===== config.mk =====
export PLATFORM = sky130hd
export DESIGN_NAME = vic_regs
export DESIGN_NICKNAME = d
export VERILOG_FILES = /design/src/rtl/vic_regs.sv
export SDC_FILE = /design/constraint.sdc
export NUM_CORES = 1
export LEC_CHECK = 0
export ABC_AREA = 1
export CAP_MARGIN = 20
export CORE_UTILIZATION = 40
export CTS_BUF_LIST = sky130_fd_sc_hd__clkbuf_8
export DETAILED_ROUTE_END_ITERATION = 8
export DONT_BUFFER_PORTS = 1
export SYNTH_ARGS = -nofsm -noshare
export SYNTH_HDL_FRONTEND = slang
export SYNTH_SLANG_ARGS = --single-unit

===== constraint.sdc =====
create_clock -name clk -period 3.15 [get_ports clk]
set_clock_uncertainty 0.1 [all_clocks]
set_input_delay 0 -clock clk [delete_from_list [all_inputs] [get_ports clk]]
set_output_delay 0 -clock clk [all_outputs]
set_load 0.01 [all_outputs]

===== src/rtl/vic_regs.sv =====
// VIC-I register file: CPU-visible $9000-$900F plus frame-synced display decode.
// Optional raster compare interrupt at $9010/$9011 under VIC_RASTER_IRQ_EN.
module vic_regs #(
    parameter logic [15:0] COLOR_RAM_BASE = 16'h9400,
    parameter logic [7:0]  PADDLE_VALUE   = 8'hFF
) (
    input  logic        clk,
    input  logic        reset_n,
    input  logic        cs,
    input  logic        we,
    input  logic [4:0]  addr,
    input  logic [7:0]  din,
    output logic [7:0]  dout,
    input  logic [7:0]  raster_line,
    output logic [15:0] screen_addr,
    output logic [15:0] char_rom_addr,
    output logic [15:0] color_ram_addr,
    output logic [6:0]  xorigin,
    output logic [7:0]  yorigin,
    output logic [6:0]  cols,
    output logic [6:0]  rows,
    output logic        chars8x16,
    output logic [2:0]  border_color,
    output logic [3:0]  back_color,
    output logic [3:0]  aux_color,
    output logic        inverted,
    output logic [7:0]  osc1,
    output logic [7:0]  osc2,
    output logic [7:0]  osc3,
    output logic [7:0]  noise,
    output logic [3:0]  volume,
    output logic        irq
);

    logic [7:0]  pend [16];
    logic [7:0]  s0, s1, s2, s3, s5;
    logic [7:0]  rl_q;
    logic [7:0]  rdata;
    logic [3:0]  idx;
    logic [13:0] vscr, vchr;
    logic        wr, rd, wr_lo, frame_start;
    logic [1:0]  unused_bits;

    assign idx = addr[3:0];
    assign wr  = cs & we;
    assign rd  = cs & ~we;
    assign frame_start = (rl_q != 8'd0) && (raster_line == 8'd0);
    assign unused_bits = {s0[7], s3[7]};

`ifdef VIC_RASTER_IRQ_EN
    logic [7:0] cmp;
    logic       irq_en, irq_flag, hit, wr_ctrl;

    assign wr_lo   = wr & ~addr[4];
    assign wr_ctrl = wr && (addr == 5'h11);
    assign hit     = (raster_line != rl_q) && (raster_line == cmp);
    assign irq     = irq_flag & irq_en;

    // A compare hit on the same edge as a clear keeps the flag set.
    always_ff @(posedge clk or negedge reset_n) begin
        if (!reset_n) begin
            cmp      <= 8'h00;
            irq_en   <= 1'b0;
            irq_flag <= 1'b0;
        end else begin
            if (wr && (addr == 5'h10))
                cmp <= din;
            if (wr_ctrl)
                irq_en <= din[1];
            if (hit)
                irq_flag <= 1'b1;
            else if (wr_ctrl && din[0])
                irq_flag <= 1'b0;
        end
    end
`else
    logic unused_addr4;

    assign unused_addr4 = addr[4];
    assign wr_lo = wr;
    assign irq   = 1'b0;
`endif

    always_comb begin
        rdata = pend[idx];
        case (idx)
            4'h3:       rdata = {1'b0, pend[3][6:0]};
            4'h4:       rdata = raster_line;
            4'h6, 4'h7: rdata = 8'h00;
            4'h8, 4'h9: rdata = PADDLE_VALUE;
            default:    rdata = pend[idx];
        endcase
`ifdef VIC_RASTER_IRQ_EN
        if (addr[4]) begin
            case (idx)
                4'h0:    rdata = cmp;
                4'h1:    rdata = {6'b0, irq_en, irq_flag};
                default: rdata = 8'h00;
            endcase
        end
`endif
    end

    always_ff @(posedge clk or negedge reset_n) begin
        if (!reset_n) begin
            for (int i = 0; i < 16; i++)
                pend[i] <= 8'h00;
            dout <= 8'h00;
            rl_q <= 8'h00;
        end else begin
            rl_q <= raster_line;
            if (wr_lo)
                pend[idx] <= din;
            if (rd)
                dout <= rdata;
        end
    end

    // Shadow samples pending before any same-edge write lands.
    always_ff @(posedge clk or negedge reset_n) begin
        if (!reset_n) begin
            s0 <= 8'h00;
            s1 <= 8'h00;
            s2 <= 8'h00;
            s3 <= 8'h00;
            s5 <= 8'h00;
        end else if (frame_start) begin
            s0 <= pend[0];
            s1 <= pend[1];
            s2 <= pend[2];
            s3 <= pend[3];
            s5 <= pend[5];
        end
    end

    assign vscr = {s5[7:4], s2[7], 9'b0};
    assign vchr = {s5[3:0], 10'b0};

    assign screen_addr    = {~vscr[13], 2'b00, vscr[12:0]};
    assign char_rom_addr  = {~vchr[13], 2'b00, vchr[12:0]};
    assign color_ram_addr = COLOR_RAM_BASE +
                            (s2[7] ? 16'h0200 : 16'h0000);

    assign xorigin   = s0[6:0];
    assign yorigin   = s1;
    assign cols      = s2[6:0];
    assign rows      = {1'b0, s3[6:1]};
    assign chars8x16 = s3[0];

    assign border_color = pend[15][2:0];
    assign inverted     = pend[15][3];
    assign back_color   = pend[15][7:4];
    assign aux_color    = pend[14][7:4];
    assign volume       = pend[14][3:0];
    assign osc1         = pend[10];
    assign osc2         = pend[11];
    assign osc3         = pend[12];
    assign noise        = pend[13];

endmodule


==> results.cfg <==
[sta]
max_slew_margin_pct = 45.6
tightest_slew_ps = 813
slew_violations = 0
fin_crit_sh_pct = 90.5
whs_ps = -882
setup_viol = 0
period_needed_ps = 2850
rsz0062_at_grt = false
finalHoldViolCount = 182
setup_tns_ps = 0
fmax_mhz = 351

[yosys]
syn_inst = 1125
synth_compound_area_share_pct = 9.99
synthXorXnorAreaFrac_pct = 0
synthAdderAreaFrac_pct = 0
yosys.area_share.simple_pct = 24.9
syn-mean-instance-area_um2 = 7.85
synthMuxAreaShare_pct = 0
synth.cell_area_mm2 = 0.00883
yosys_warnings = 0
synth_top_family_by_area = simple AND/OR/NAND/NOR gates
yosysSeqAreaShare_pct = 51.6
ys_types = 20
ys_ff_latch = 182

[worst_setup_path]
cp-end-kind = flop
crit_type = flop to flop
cp.required_ps = 3410
critPathArrivalTime_ps = 3110
crit_fanout = 2
start_kind = flop

[route]
ant_nets = 0
drt-wirelength-per-cell_um = 16.9
vias = 6769
drtIter0Drc = 604
viasPerCell = 5.02
drcViolationCount = 0
dr.pass1.iters = 5
wl_um = 22700

[clocking]
clock_latency_ps = 470
h-tree-depth = 4
cts_hold_buf = 26
cts-resized-gates = 0
clock_sinks = 182
post_cts_buffers = 0
cts_tree = yes
clk_pin_slew_ps = 100
numCtsBuffers = 17
clock_path_buffers = 2
clockRootBuffer = clkbuf_8

[floorplanning]
die_x_um = 151
ios = 160
die_h_um = 151
core_area_mm2 = 0.0214
dieArea_mm2 = 0.0227
placement_rows = 53
initial_core_util_pct = 41.3

[global_routing]
grt_remaining_overflow = 0
antenna_found_initial = 0
track_usage_pct = 21.3
grt_pass1_vias = 6456
grt_pass1_wl_um = 36300
grt_max_degree = 183

[place]
gp_congestion = 0.825
dp_hpwl_um = 14500
io_buffers = 0
placed_cell_area_mm2 = 0.00837

[layout]
final_area_mm2 = 0.00904
seq_area_mm2 = 0.00455
areaGrowthSynthToFinish_pct = 2.38
fill_cells = 2220
largest_reg_flops = 80
drive_gt1_share_pct = 4.57
num_antenna_cells = 0
fin_nets = 1085
multi_input_area_mm2 = 0.00324
post-route-util_pct = 42.3
regMostFlops = pend

[status]
violations = hold timing
status = finished, violations left

[power_and_ir_drop]
power_density_mw_per_mm2 = 595
p_leak_nw = 4.55
ir_drop_mv = 0.393

[worst_hold_path]
hold_class = input port to async pin

[job]
max_cap_viol_count = 0
-- cell usage after synthesis --
| master | number | area (um2) |
|---|---|---|
| buf_2 | 18 | 90.1 |
| buf_4 | 95 | 713 |
| buf_6 | 3 | 33.8 |
| clkbuf_1 | 33 | 124 |
| conb_1 | 2 | 7.51 |
| dfrtp_1 | 182 | 4550 |
| inv_1 | 56 | 210 |
| inv_4 | 2 | 12.5 |
| nand2_1 | 491 | 1840 |
| nand2_2 | 3 | 18.8 |
| nand3_1 | 34 | 170 |
| nor2_1 | 20 | 75.1 |
| nor2_2 | 4 | 25.0 |
| nor2_4 | 1 | 11.3 |
| nor3_4 | 2 | 32.5 |
| nor4_1 | 4 | 25.0 |
| o21ai_0 | 160 | 801 |
| o21ai_1 | 13 | 65.1 |
| o21ai_2 | 1 | 8.76 |
| o21bai_1 | 1 | 7.51 |
-- metal layers --
metal	vias to the layer above	global-route usage (%)	share of wire, %
met3	33	5.70	7.6
met5	-	0	0
met4	0	6.72	1.7
li1	3255	-	-
met1	3236	28.9	45
met2	245	33.0	45
-- layout by cell type, fill, tap and decap left out --
cell type,instances
o21bai_1,1
nand3_1,33
dfrtp_1,182
nand2_2,3
o21ai_2,1
dlygate4sd3_1,24
o21ai_1,13
bufinv_16,1
clkinv_2,2
conb_1,40
nor2_4,1
clkinvlp_4,2
inv_4,2
nor2_2,4
clkinv_4,2
nor2_1,20
nor3_4,2
clkbuf_8,20
o21ai_0,160
buf_12,2
nor4_1,4
buf_4,1
nand2_1,491
inv_1,56
inv_6,5
nand3_2,1
-- worst paths after layout --
| check | from | to | slack (ps) | depth (start not counted) |
|---|---|---|---|---|
| hold / removal | reset_n | noise[3] | -880 | 0 |
| setup / recovery | pend[77] | dout[5] | 300 | 11 |
| max in group asynchronous | reset_n | s0[5] | 3490 | 0 |
| min in group clk | addr[1] | dout[4] | 30 | 7 |
| hold reg to reg | pend[65] | pend[65] | 390 | 2 |
| setup reg to reg | pend[77] | dout[5] | 300 | 11 |
-- per-stage QoR --
stage | instances | total power (W) | worst slack [ps]
global placement | 1290 | 0.00375 | 1220
CTS | 1348 | 0.00541 | 326
detailed placement | 1290 | 0.00378 | 1210
global route | 1348 | 0.00570 | 161
finish | 1348 | 0.00538 | 301
floorplan | 1163 | 0.00374 | 1660
-- cell type report --
type / instances / share of cell area [%]
inverter: 58 / 2.46
timing repair buffer: 27 / 3.18
sequential: 182 / 50.4
clock buffer: 20 / 3.05
clock inverter: 12 / 1.29
multi-input combinational: 774 / 35.8
tap: 275 / 3.81
-- report_power, final --
group	total, W	internal, W	switching, W
logic	0.000740	0.000284	0.000455
clock network	0.00159	0.000702	0.000891
registers	0.00305	0.00268	0.000369
-- logic make-up (layout without fill, tap and decap cells) --
group,count (synthesis),after routing
buf+inv,207,117
other cells,2,40
simple gates,559,559
flops,182,182
compound gates,175,175
-- worst max-delay path, cell delays in order (launching register included) --
cell and delay, ps:
dfrtp_1 390, nand2_1 70, nand2_1 60, nand2_1 50, dlygate4sd3_1 540, nand2_1 50, dlygate4sd3_1 550, nand2_1 60
nand3_1 110, dlygate4sd3_1 600, o21ai_1 130, nand2_1 60
(Power assumes the default switching activity.)
